<file path="config.mk">
export PLATFORM = sky130hd
export DESIGN_NAME = rv32i_hazard_ctrl_flat
export DESIGN_NICKNAME = d
export VERILOG_FILES = /design/src/rtl/rv32i_pipe_pkg.sv /design/src/rtl/rv32i_hazard_ctrl_if.sv /design/src/rtl/rv32i_sat_cnt.sv /design/src/rtl/rv32i_hazard_ctrl.sv /design/src/flat_wrapper.sv
export SDC_FILE = /design/constraint.sdc
export NUM_CORES = 1
export LEC_CHECK = 0
export CAP_MARGIN = 30
export CORE_ASPECT_RATIO = 2
export CORE_MARGIN = 2
export CORE_UTILIZATION = 42
export DETAILED_ROUTE_END_ITERATION = 12
export PLACE_DENSITY = 0.76
export SYNTH_ARGS = -nofsm -noshare
export SYNTH_HDL_FRONTEND = slang
export SYNTH_SLANG_ARGS = --single-unit
</file>
<file path="constraint.sdc">
create_clock -name clk -period 1.95 [get_ports clk]
set_input_delay 0.39 -clock clk [delete_from_list [all_inputs] [get_ports clk]]
set_output_delay 0.39 -clock clk [all_outputs]
set_load 0.02 [all_outputs]
</file>
<file path="src/rtl/rv32i_pipe_pkg.sv">
// Shared pipeline definitions: hazard FSM encoding, forwarding selects and default widths.
package rv32i_pipe_pkg;

   typedef enum logic [1:0] {
      ST_RUN     = 2'd0,
      ST_REDIR   = 2'd1,
      ST_MEMWAIT = 2'd2
   } hz_state_t;

   localparam logic [1:0] FWD_REG = 2'b00;
   localparam logic [1:0] FWD_MEM = 2'b01;
   localparam logic [1:0] FWD_WB  = 2'b10;

   localparam int REG_INX_WTH_DEF = 5;

endpackage

</file>
<file path="src/rtl/rv32i_hazard_ctrl_if.sv">
// Hazard controller bundle: stage register indices/enables in, hold/flush/forward controls out.
interface rv32i_hazard_ctrl_if #(
   parameter int REG_INX_WTH = 5,
   parameter int CNT_WTH     = 32
);
   logic [REG_INX_WTH-1:0] id_src1_inx_i;
   logic [REG_INX_WTH-1:0] id_src2_inx_i;
   logic [REG_INX_WTH-1:0] ex_src1_inx_i;
   logic [REG_INX_WTH-1:0] ex_src2_inx_i;
   logic [REG_INX_WTH-1:0] ex_rd_inx_i;
   logic                   ex_RegW_EN_i;
   logic                   ex_is_lw_i;
   logic [REG_INX_WTH-1:0] mem_rd_inx_i;
   logic                   mem_RegW_EN_i;
   logic [REG_INX_WTH-1:0] wb_rd_inx_i;
   logic                   wb_RegW_EN_i;
   logic                   ex_redirect_i;
   logic                   dmem_req_i;
   logic                   dmem_ready_i;
   logic                   if_hold_o;
   logic                   pipe_hold_o;
   logic                   id_flush_o;
   logic [1:0]             fwd_src1_sel_o;
   logic [1:0]             fwd_src2_sel_o;
   logic [CNT_WTH-1:0]     stall_cnt_o;
   logic [CNT_WTH-1:0]     flush_cnt_o;
   logic [1:0]             state_o;

   modport master (
      output id_src1_inx_i, id_src2_inx_i, ex_src1_inx_i, ex_src2_inx_i,
             ex_rd_inx_i, ex_RegW_EN_i, ex_is_lw_i, mem_rd_inx_i, mem_RegW_EN_i,
             wb_rd_inx_i, wb_RegW_EN_i, ex_redirect_i, dmem_req_i, dmem_ready_i,
      input  if_hold_o, pipe_hold_o, id_flush_o, fwd_src1_sel_o, fwd_src2_sel_o,
             stall_cnt_o, flush_cnt_o, state_o
   );

   modport slave (
      input  id_src1_inx_i, id_src2_inx_i, ex_src1_inx_i, ex_src2_inx_i,
             ex_rd_inx_i, ex_RegW_EN_i, ex_is_lw_i, mem_rd_inx_i, mem_RegW_EN_i,
             wb_rd_inx_i, wb_RegW_EN_i, ex_redirect_i, dmem_req_i, dmem_ready_i,
      output if_hold_o, pipe_hold_o, id_flush_o, fwd_src1_sel_o, fwd_src2_sel_o,
             stall_cnt_o, flush_cnt_o, state_o
   );
endinterface

</file>
<file path="src/rtl/rv32i_sat_cnt.sv">
// Saturating up-counter with synchronous clear; sticks at all-ones.
module rv32i_sat_cnt #(
   parameter int WTH = 32
) (
   input  logic           clk,
   input  logic           rst_n,
   input  logic           inc,
   input  logic           clear,
   output logic [WTH-1:0] cnt
);
   localparam logic [WTH-1:0] ONE = WTH'(1);

   always_ff @(posedge clk or negedge rst_n) begin
      if (!rst_n) begin
         cnt <= '0;
      end else if (clear) begin
         cnt <= '0;
      end else if (inc && (cnt != '1)) begin
         cnt <= cnt + ONE;
      end
   end
endmodule

</file>
<file path="src/rtl/rv32i_hazard_ctrl.sv">
// Five-stage RV32I hazard controller: load-use bubbles, redirect squashes, dmem freezes, EX forwarding.
//   state      | meaning
//   ST_RUN     | normal flow; redirect or load-use handled in the current cycle
//   ST_REDIR   | squashing wrong-path fetches, rcnt cycles remaining
//   ST_MEMWAIT | frozen on data memory; ret_redir says where to resume
module rv32i_hazard_ctrl
   import rv32i_pipe_pkg::*;
#(
   parameter int REG_INX_WTH  = REG_INX_WTH_DEF,
   parameter int REDIRECT_CYC = 2,
   parameter int CNT_WTH      = 32
) (
   input  logic                clk,
   input  logic                rst_n,
   rv32i_hazard_ctrl_if.slave  hz
);
   localparam int RCNT_WTH = (REDIRECT_CYC > 1) ? $clog2(REDIRECT_CYC) : 1;
   localparam logic [RCNT_WTH-1:0] RCNT_LOAD = RCNT_WTH'((REDIRECT_CYC > 1) ? REDIRECT_CYC - 1 : 0);
   localparam logic [RCNT_WTH-1:0] RCNT_ONE  = RCNT_WTH'(1);

   hz_state_t           state, state_nxt, eff_state;
   logic                ret_redir, ret_redir_nxt;
   logic [RCNT_WTH-1:0] rcnt, rcnt_nxt;
   logic                mem_busy, load_use;
   logic                if_hold, pipe_hold, flush;

   function automatic logic [1:0] fwd_sel(
      input logic [REG_INX_WTH-1:0] src,
      input logic [REG_INX_WTH-1:0] mem_rd,
      input logic                   mem_en,
      input logic [REG_INX_WTH-1:0] wb_rd,
      input logic                   wb_en
   );
      if (mem_en && (mem_rd != '0) && (mem_rd == src)) return FWD_MEM;
      if (wb_en && (wb_rd != '0) && (wb_rd == src))    return FWD_WB;
      return FWD_REG;
   endfunction

   assign mem_busy = hz.dmem_req_i & ~hz.dmem_ready_i;
   assign load_use = hz.ex_is_lw_i & hz.ex_RegW_EN_i & (hz.ex_rd_inx_i != '0) &
                     ((hz.ex_rd_inx_i == hz.id_src1_inx_i) | (hz.ex_rd_inx_i == hz.id_src2_inx_i));

   always_ff @(posedge clk or negedge rst_n) begin
      if (!rst_n) begin
         state     <= ST_RUN;
         ret_redir <= 1'b0;
         rcnt      <= '0;
      end else begin
         state     <= state_nxt;
         ret_redir <= ret_redir_nxt;
         rcnt      <= rcnt_nxt;
      end
   end

   // Leaving MEMWAIT behaves as the resumed state in the same cycle, so no
   // unflushed bubble slips through between the freeze and the squash.
   always_comb begin
      state_nxt     = state;
      ret_redir_nxt = ret_redir;
      rcnt_nxt      = rcnt;
      if_hold       = 1'b0;
      pipe_hold     = 1'b0;
      flush         = 1'b0;
      eff_state     = state;
      if (state == ST_MEMWAIT) eff_state = ret_redir ? ST_REDIR : ST_RUN;

      if (mem_busy) begin
         if_hold   = 1'b1;
         pipe_hold = 1'b1;
         state_nxt = ST_MEMWAIT;
         if (state != ST_MEMWAIT) ret_redir_nxt = (state == ST_REDIR);
      end else begin
         state_nxt = eff_state;
         case (eff_state)
            ST_REDIR: begin
               flush    = 1'b1;
               rcnt_nxt = rcnt - RCNT_ONE;
               if (rcnt == RCNT_ONE) state_nxt = ST_RUN;
            end
            default: begin
               if (hz.ex_redirect_i) begin
                  flush = 1'b1;
                  if (REDIRECT_CYC > 1) begin
                     state_nxt = ST_REDIR;
                     rcnt_nxt  = RCNT_LOAD;
                  end
               end else if (load_use) begin
                  if_hold = 1'b1;
                  flush   = 1'b1;
               end
            end
         endcase
      end
   end

   assign hz.if_hold_o      = rst_n & if_hold;
   assign hz.pipe_hold_o    = rst_n & pipe_hold;
   assign hz.id_flush_o     = rst_n & flush;
   assign hz.fwd_src1_sel_o = rst_n ? fwd_sel(hz.ex_src1_inx_i, hz.mem_rd_inx_i, hz.mem_RegW_EN_i,
                                              hz.wb_rd_inx_i, hz.wb_RegW_EN_i) : FWD_REG;
   assign hz.fwd_src2_sel_o = rst_n ? fwd_sel(hz.ex_src2_inx_i, hz.mem_rd_inx_i, hz.mem_RegW_EN_i,
                                              hz.wb_rd_inx_i, hz.wb_RegW_EN_i) : FWD_REG;
   assign hz.state_o        = state;

   rv32i_sat_cnt #(.WTH(CNT_WTH)) u_stall_cnt (
      .clk   (clk),
      .rst_n (rst_n),
      .inc   (hz.if_hold_o),
      .clear (1'b0),
      .cnt   (hz.stall_cnt_o)
   );

   rv32i_sat_cnt #(.WTH(CNT_WTH)) u_flush_cnt (
      .clk   (clk),
      .rst_n (rst_n),
      .inc   (hz.id_flush_o),
      .clear (1'b0),
      .cnt   (hz.flush_cnt_o)
   );
endmodule

</file>
<file path="src/flat_wrapper.sv">
// flat-port wrapper written by rule: the top's interface ports become plain ports
module rv32i_hazard_ctrl_flat import rv32i_pipe_pkg::*;
#(
   parameter int REG_INX_WTH  = REG_INX_WTH_DEF,
   parameter int REDIRECT_CYC = 2,
   parameter int CNT_WTH      = 32
)
  (clk, rst_n, hz_id_src1_inx_i, hz_id_src2_inx_i, hz_ex_src1_inx_i, hz_ex_src2_inx_i, hz_ex_rd_inx_i, hz_ex_RegW_EN_i, hz_ex_is_lw_i, hz_mem_rd_inx_i, hz_mem_RegW_EN_i, hz_wb_rd_inx_i, hz_wb_RegW_EN_i, hz_ex_redirect_i, hz_dmem_req_i, hz_dmem_ready_i, hz_if_hold_o, hz_pipe_hold_o, hz_id_flush_o, hz_fwd_src1_sel_o, hz_fwd_src2_sel_o, hz_stall_cnt_o, hz_flush_cnt_o, hz_state_o);
  rv32i_hazard_ctrl_if #(.REG_INX_WTH(REG_INX_WTH), .CNT_WTH(CNT_WTH)) hz_i ();
  input  logic clk;
  input  logic rst_n;
  input wire logic [$bits(hz_i.id_src1_inx_i)-1:0] hz_id_src1_inx_i;
  input wire logic [$bits(hz_i.id_src2_inx_i)-1:0] hz_id_src2_inx_i;
  input wire logic [$bits(hz_i.ex_src1_inx_i)-1:0] hz_ex_src1_inx_i;
  input wire logic [$bits(hz_i.ex_src2_inx_i)-1:0] hz_ex_src2_inx_i;
  input wire logic [$bits(hz_i.ex_rd_inx_i)-1:0] hz_ex_rd_inx_i;
  input wire logic [$bits(hz_i.ex_RegW_EN_i)-1:0] hz_ex_RegW_EN_i;
  input wire logic [$bits(hz_i.ex_is_lw_i)-1:0] hz_ex_is_lw_i;
  input wire logic [$bits(hz_i.mem_rd_inx_i)-1:0] hz_mem_rd_inx_i;
  input wire logic [$bits(hz_i.mem_RegW_EN_i)-1:0] hz_mem_RegW_EN_i;
  input wire logic [$bits(hz_i.wb_rd_inx_i)-1:0] hz_wb_rd_inx_i;
  input wire logic [$bits(hz_i.wb_RegW_EN_i)-1:0] hz_wb_RegW_EN_i;
  input wire logic [$bits(hz_i.ex_redirect_i)-1:0] hz_ex_redirect_i;
  input wire logic [$bits(hz_i.dmem_req_i)-1:0] hz_dmem_req_i;
  input wire logic [$bits(hz_i.dmem_ready_i)-1:0] hz_dmem_ready_i;
  output wire logic [$bits(hz_i.if_hold_o)-1:0] hz_if_hold_o;
  output wire logic [$bits(hz_i.pipe_hold_o)-1:0] hz_pipe_hold_o;
  output wire logic [$bits(hz_i.id_flush_o)-1:0] hz_id_flush_o;
  output wire logic [$bits(hz_i.fwd_src1_sel_o)-1:0] hz_fwd_src1_sel_o;
  output wire logic [$bits(hz_i.fwd_src2_sel_o)-1:0] hz_fwd_src2_sel_o;
  output wire logic [$bits(hz_i.stall_cnt_o)-1:0] hz_stall_cnt_o;
  output wire logic [$bits(hz_i.flush_cnt_o)-1:0] hz_flush_cnt_o;
  output wire logic [$bits(hz_i.state_o)-1:0] hz_state_o;
  assign hz_i.id_src1_inx_i = hz_id_src1_inx_i;
  assign hz_i.id_src2_inx_i = hz_id_src2_inx_i;
  assign hz_i.ex_src1_inx_i = hz_ex_src1_inx_i;
  assign hz_i.ex_src2_inx_i = hz_ex_src2_inx_i;
  assign hz_i.ex_rd_inx_i = hz_ex_rd_inx_i;
  assign hz_i.ex_RegW_EN_i = hz_ex_RegW_EN_i;
  assign hz_i.ex_is_lw_i = hz_ex_is_lw_i;
  assign hz_i.mem_rd_inx_i = hz_mem_rd_inx_i;
  assign hz_i.mem_RegW_EN_i = hz_mem_RegW_EN_i;
  assign hz_i.wb_rd_inx_i = hz_wb_rd_inx_i;
  assign hz_i.wb_RegW_EN_i = hz_wb_RegW_EN_i;
  assign hz_i.ex_redirect_i = hz_ex_redirect_i;
  assign hz_i.dmem_req_i = hz_dmem_req_i;
  assign hz_i.dmem_ready_i = hz_dmem_ready_i;
  assign hz_if_hold_o = hz_i.if_hold_o;
  assign hz_pipe_hold_o = hz_i.pipe_hold_o;
  assign hz_id_flush_o = hz_i.id_flush_o;
  assign hz_fwd_src1_sel_o = hz_i.fwd_src1_sel_o;
  assign hz_fwd_src2_sel_o = hz_i.fwd_src2_sel_o;
  assign hz_stall_cnt_o = hz_i.stall_cnt_o;
  assign hz_flush_cnt_o = hz_i.flush_cnt_o;
  assign hz_state_o = hz_i.state_o;
  rv32i_hazard_ctrl #(.REG_INX_WTH(REG_INX_WTH), .REDIRECT_CYC(REDIRECT_CYC), .CNT_WTH(CNT_WTH)) u_core (.clk(clk), .rst_n(rst_n), .hz(hz_i));
endmodule
</file>
==> flow_summary.toml, run 1 <==
[finish]
post_route_cells_drive_above_1_share_pct = 47.2
layout.cells.non_filler = 704
seq_area_sq_um = 1720
finish.utilization_pct = 80.8
antenna_cells = 0
nets = 647
flow.area_growth_from_synthesis_pct = 85.6
area_used_by_multi_input_combinational_logic_sq_um = 2410
fillers = 509

[logic_synthesis]
yosys_warning_count = 0
netlist-cell-type-count = 47
synth.top_cells.by_count = "68 x dfrtp_1, 63 x xnor2_1, 38 x nand2_1"
synth.yosys.seq_area_share_pct = 47.1
mapped_area_sq_um = 3610
synth.ff_latch_count = 68
asyncSetResetFlopFracSynth_pct = 100
synth_fp_nets = 392
synthFlopType = "dfrtp_1"
proportion_of_netlist_area_held_by_the_largest_area_contributor_pct = 47.1
number_of_enable_flip_flop_cells_after_synthesis = 0
synth.most_common_cell = "dfrtp_1"
avg_cell_area_syn_sq_um = 10.4
post_synth_inst_count = 346
synth_area_leaders = "dfrtp_1 47%, xnor2_1 15%, xor2_1 6.5%"
synth_largest_area_cell = "dfrtp_1"

[drt]
drt_pre_antenna_iters = 4
route.detailed.vias_per_inst = 5.30
antenna_left = 0
dr_total_vias = 3733
number_of_remaining_drc_errors = 0
routedWlPerCell_microns = 19.0
initialDrtViolationCount = 125
finalWirelength_microns = 13400

[grt]
grt.total_usage_pct = 26.9
maximum_number_of_pins_on_one_net_before_global_route_repair = 40
grt_pass1_wl_microns = 19700
total_gr_overflow = 0
first_global_vias = 3976
grt_antenna_before_repair = 0

[sta]
timing.fmax_mhz = 455
slew_violations = 0
rsz_0062_raised_after_global_routing = "true"
period_utilization_post_route_pct = 113
slew_headroom_pct = 64.9
timing.final.setup_violations = 19
worst_pin_slew_ns = 0.527
finalCriticalPeriod_ns = 2.20
finalHoldViolations = 0
clock-skew-final_ns = 0.00596
layout_setup_ws_ns = -0.248

[min_path]
hp-class = "in2async"

[floorplanning]
design.die.area_sq_um = 9400
die_width_microns = 69.6
design.core.area_sq_um = 8290
row_cnt = 47
floorplan.initialDensity_pct = 43.6
io-pin-count = 117
dieHeight_microns = 135

[job]
max-cap-violations = 0

[pwr]
vdd_ir_drop_max_mv = 0.840
cellLeakagePower_nw = 3.11
power_per_cell_area_nw_per_um2 = 733

[placed_design]
dp_hpwl_microns = 8720
dp_cells = 657
gp_congestion = 0.963
numPortBuffers = 116

[critical_path]
cells_along_the_critical_path = "dlygate4sd2_1 -> o211ai_1 -> or4_4 -> nor4_4 -> buf_4"
worstSetupPathType = "in2out"
critical-path-slowest-cell = "or4_4"
regToRegSetupSlack_ns = -0.14
critical_path.max_fanout = 2
timing.critical_path.buf_inv = 2
worst-endpoint-arrival_ns = 1.81
timing.critical_path.required_ns = 1.56
family_with_the_most_delay_on_the_worst_path = "simple AND/OR/NAND/NOR gates"
cpPeakStageDelay_ns = 0.48
worstSetupEndpointType = "output port"
critical_path.startpoint_type = "input port"

[clock_network]
insertion_delay_ns = 0.33
cts_sinks = 68
tritoncts = "done"
ctsHtreeMaxLevel = 3
ctsRootBufferMaster = "clkbuf_16"
cts_hold_fix_bufs = 0
cts.reportedPaths.clkPinSlew_ns = 0.05
clock_path_buffers = 2
cts-buffers-inserted = 9

[status]
failed_checks = "setup timing"
status = "complete, but fails checks"
[final timing paths]
check / from / end / depth (start not counted)
max reg2reg: u_core.u_stall_cnt.cnt[7]$_DFFE_PN0P_ / u_core.u_stall_cnt.cnt[31]$_DFFE_PN0P_ / 7
max: hz_wb_rd_inx_i[1] / hz_fwd_src2_sel_o[1] / 5
min reg2reg: u_core.u_flush_cnt.cnt[31]$_DFFE_PN0P_ / u_core.u_flush_cnt.cnt[31]$_DFFE_PN0P_ / 1
max in group asynchronous: rst_n / u_core.u_stall_cnt.cnt[19]$_DFFE_PN0P_ / 3
min in group clk: hz_ex_redirect_i / u_core.hz.state_o[1]$_DFF_PN0_ / 2
min: rst_n / u_core.rcnt$_DFFE_PN0P_ / 2
[flip-flops by register name, summed over array words and instances (netlist names)]
register / cells
u_core.u_flush_cnt.cnt: 32
u_core.ret_redir: 1
u_core.u_stall_cnt.cnt: 32
u_core.hz.state_o: 2
u_core.rcnt: 1
[layer usage]
metal	up-vias	track usage (%)	share of wire, %
li1	1727	-	-
met1	1847	25.6	33
met2	129	54.2	60
met3	30	5.13	4.3
met4	0	11.5	2.9
met5	-	0	0
[per-stage QoR]
step | TNS, ns | power, mW | hold WS, ns | area [sq um] | setup WS (ns)
finish | -1.47 | 4.92 | 0.0451 | 6700 | -0.248
global route | -3.20 | 5.12 | 0.0383 | 6700 | -0.276
CTS | -1.03 | 4.79 | 0.0156 | 6320 | -0.206
detailed placement | -49.56 | 2.94 | 0.359 | 5710 | -1.01
global placement | -48.04 | 2.89 | 0.352 | 5710 | -0.958
floorplan | -0.386 | 2.18 | 0.0944 | 3710 | -0.0771
[where the power goes]
group          total (mW)  switching (mW)  leakage [nW]  internal (mW)
combinational        1.48           0.688          2.04          0.790
clock                1.76           0.610         0.162           1.15
sequential           1.67           0.121         0.906           1.55
total                4.92            1.42          3.11           3.50
[timing repair]
action                                  4_1_cts  5_1_grt
setup buffers                                10       23
pin swaps                                    53       61
gates resized for setup                     185       88
endpoints found under the setup margin       71       61
[cell type report]
| cell class | instances | area share (%) |
|---|---|---|
| tap | 98 | 1.83 |
| clock buffer | 10 | 3.57 |
| multi-input combinational | 274 | 35.9 |
| inverter | 2 | 0.112 |
| timing repair buffer | 246 | 31.7 |
| clock inverter | 6 | 1.31 |
| sequential | 68 | 25.6 |
[layout by cell type, fill, tap and decap left out, drive strengths merged, types with 5 or more instances in the layout]
cell / n
xnor2: 63
dfrtp: 68
clkbuf: 24
nor3: 7
and4: 7
dlymetal6s2s: 6
and2: 7
nand2: 38
nor4: 6
clkdlybuf4s50: 66
and3: 8
nand4: 22
nand3: 28
xor2: 27
buf: 151
o21ai: 7
dlygate4sd2: 5
nor2: 21
[cells by family (layout without fill, tap and decap cells)]
logic type                 count (synthesis)  in the layout  share of synthesized area [%]
xor gates and xnor gates                  90             90                           21.8
buffers and inverters                      4            264                          0.485
adders and majority gates                  2              2                          0.693
muxes                                      4              4                           1.25
AOI/OAI and AO/OA                         18             18                           4.05
and+or+nand+nor                          160            160                           24.6
DFF                                       68             68                           47.1
Note: power is estimated with default switching activity, not from simulation.
==> run 2: changes to the inputs <==
--- a/config.mk
+++ b/config.mk
@@ -6,7 +6,7 @@
 export NUM_CORES = 1
 export LEC_CHECK = 0
 export CAP_MARGIN = 30
-export CORE_ASPECT_RATIO = 2
+export CORE_ASPECT_RATIO = 0.8
 export CORE_MARGIN = 2
 export CORE_UTILIZATION = 42
 export DETAILED_ROUTE_END_ITERATION = 12
==> constraint.sdc (replaced) <==
create_clock -name clk -period 1.95 [get_ports clk]
set_input_delay 0.39 -clock clk [delete_from_list [all_inputs] [get_ports clk]]
set_output_delay 0.39 -clock clk [all_outputs]
set_load 0.005 [all_outputs]
==> run 2 against run 1 <==
- the flow still finishes with violations (setup timing)
- combinational power is 10% lower
- clock skew up 0.0062 ns
- routed wire length down 10%
- register-to-register slack barely moved
- highest routed layer unchanged
- critical endpoint is now u_core.u_stall_cnt.cnt[10]$_DFFE_PN0P_
- utilization is 2.9 points lower
- largest power group is now sequential cells
==> flow_summary.toml, run 2 (synthesis results as in run 1) <==
[status]
status = "complete, but fails checks"
failed_checks = "setup timing"

[sta]
slew_headroom_pct = 54.3
layout_setup_ws_ns = -0.134
rsz_0062_raised_after_global_routing = "true"
finalCriticalPeriod_ns = 2.08
period_utilization_post_route_pct = 107
finalHoldViolations = 0
timing.final.setup_violations = 26
worst_pin_slew_ns = 0.685
clock-skew-final_ns = 0.0121
timing.fmax_mhz = 480
tightest_hold_margin_ns = 0.0410
slew_violations = 0

[pwr]
sw_frac_of_total_pct = 27.5
intPower_mw = 3.24
vdd_ir_drop_max_mv = 0.729
power_frac_clock_pct = 33.5
seqPwrFrac_pct = 36.6
power_per_cell_area_nw_per_um2 = 682
cellLeakagePower_nw = 3.01
switchingPower_mw = 1.23
p_comb_share_pct = 29.8

[critical_path]
endpoint_of_the_lowest_slack_register_to_register_path = "u_core.u_stall_cnt.cnt[10]$_DFFE_PN0P_"
worstRegToRegCells = 7
timing.critical_path.required_ns = 2.18
timing.rr.start = "u_core.u_stall_cnt.cnt[13]$_DFFE_PN0P_"
critical_path.max_fanout = 5
worstSetupPathType = "reg2reg"
worst-endpoint-arrival_ns = 2.32
critical-path-slowest-cell = "or4_4"
critical_path.startpoint_type = "flip-flop"
regToRegSetupSlack_ns = -0.13
cells_along_the_critical_path = "nand3_1 -> or4_4 -> o21ai_4 -> nor3_2 -> buf_4 -> and4_1 -> xor2_1"
worstSetupEndpointType = "flip-flop"
cpPeakStageDelay_ns = 0.62

[placed_design]
numPortBuffers = 116
gp_congestion = 0.868
dp_hpwl_microns = 7740
pre_cts_worst_setup_slack_ns = -0.935

[finish]
commonest_cells_after_routing_fill_and_taps_aside = "98 x buf_4, 68 x clkdlybuf4s50_1, 66 x dfrtp_1"
post_route_cells_drive_above_1_share_pct = 42.3
layout.cells.most_common = "buf_4"
flow.area_growth_from_synthesis_pct = 81.4
nets = 637
antenna_cells = 0

[drt]
number_of_remaining_drc_errors = 0
finalWirelength_microns = 12000
route.detailed.vias_per_inst = 5.15
drt_pre_antenna_iters = 4
initialDrtViolationCount = 144
routedWlPerCell_microns = 16.9
antenna_left = 0
dr_total_vias = 3648

[floorplanning]
dieHeight_microns = 87.0
floorplan.initialDensity_pct = 43.0
design.die.area_sq_um = 9360
row_cnt = 30
io-pin-count = 117
design.core.area_sq_um = 8410
die_width_microns = 108

[grt]
grt_antenna_before_repair = 0
grt.total_usage_pct = 24.4
grt_pass1_wl_microns = 18000
total_gr_overflow = 0
first_global_vias = 3659
maximum_number_of_pins_on_one_net_before_global_route_repair = 54

[clock_network]
cts.reportedPaths.clkPinSlew_ns = 0.08
insertion_delay_ns = 0.35
tritoncts = "done"
clock_path_buffers = 2
ctsRootBufferMaster = "clkbuf_8"
cts_sinks = 68
cts-buffers-inserted = 9
ctsHtreeMaxLevel = 3

[job]
max-cap-violations = 0

[min_path]
hp-class = "in2async"
## run 2: final cells by class
class,instances,area (sq um)
multi-input cells,274,2350
repair buffers,236,2090
fillers,534,1860
flip-flops and latches,68,1700
clock buffers,11,151
well taps,112,140
clock inverters,5,106
inverters,2,7.51
## run 2: worst max-delay path by stage
| stage | startpoint | end | slack (ns) | cells past startpoint |
|---|---|---|---|---|
| 2_1_floorplan | hz_ex_rd_inx_i[1] | u_core.u_flush_cnt.cnt[1]$_DFFE_PN0P_ | -0.01 | 6 |
| 3_3_place_gp | hz_mem_rd_inx_i[0] | hz_fwd_src2_sel_o[1] | -0.91 | 6 |
| 3_5_place_dp | hz_mem_rd_inx_i[0] | hz_fwd_src2_sel_o[1] | -0.94 | 6 |
| 4_1_cts | hz_ex_rd_inx_i[2] | hz_id_flush_o | -0.14 | 7 |
| 5_1_grt | u_core.u_stall_cnt.cnt[13]$_DFFE_PN0P_ | u_core.u_stall_cnt.cnt[10]$_DFFE_PN0P_ | -0.18 | 7 |
| 6_report | u_core.u_stall_cnt.cnt[13]$_DFFE_PN0P_ | u_core.u_stall_cnt.cnt[10]$_DFFE_PN0P_ | -0.13 | 7 |
## run 2: what timing repair did
item	4_1_cts	5_1_grt
hold buffers	0	0
pin swaps	42	45
setup buffers	15	16
setup endpoints to repair	71	64
gates resized for setup	147	94
cloned	0	1
## run 2: stage by stage
step           util [%]  total power [mW]  instances  TNS (ns)  cell area (sq um)
6_report           77.9              4.47        708     -1.12               6550
5_1_grt            77.9              4.66        708     -3.50               6550
4_1_cts            72.5              4.34        691    -0.687               6100
3_5_place_dp       67.1              2.80        661    -44.91               5640
3_3_place_gp       67.1              2.76        661    -42.22               5640
2_1_floorplan         -              2.03        346   -0.0181               3680
## run 2: routing by layer
layer / vias to the layer above / track usage (%) / part of all wire (%) / routed length [microns]
li1: 1712 / - / - / -
met5: - / 0 / 0 / 0
met2: 109 / 42.3 / 51 / 6070
met1: 1815 / 32.0 / 43 / 5170
met4: 0 / 4.20 / 0.94 / 113
met3: 12 / 5.53 / 5.4 / 644
## run 2: worst max-delay path, delay by kind of cell (launching register included)
kind / cells / cell delay [ns]
xor gates and xnor gates: 1 / 0.14
AOI/OAI and AO/OA: 1 / 0.21
buffers and inverters: 1 / 0.17
and+or+nand+nor: 4 / 1.00
DFF: 1 / 0.46
## run 2: power groups by stage
stage / Clock, mW / Combinational, mW / Sequential (mW)
after floorplan: 0 / 0.309 / 1.73
after global placement: 0 / 1.12 / 1.64
after detailed placement: 0 / 1.15 / 1.64
after CTS: 1.52 / 1.20 / 1.62
after global routing: 1.58 / 1.43 / 1.65
final: 1.50 / 1.33 / 1.64
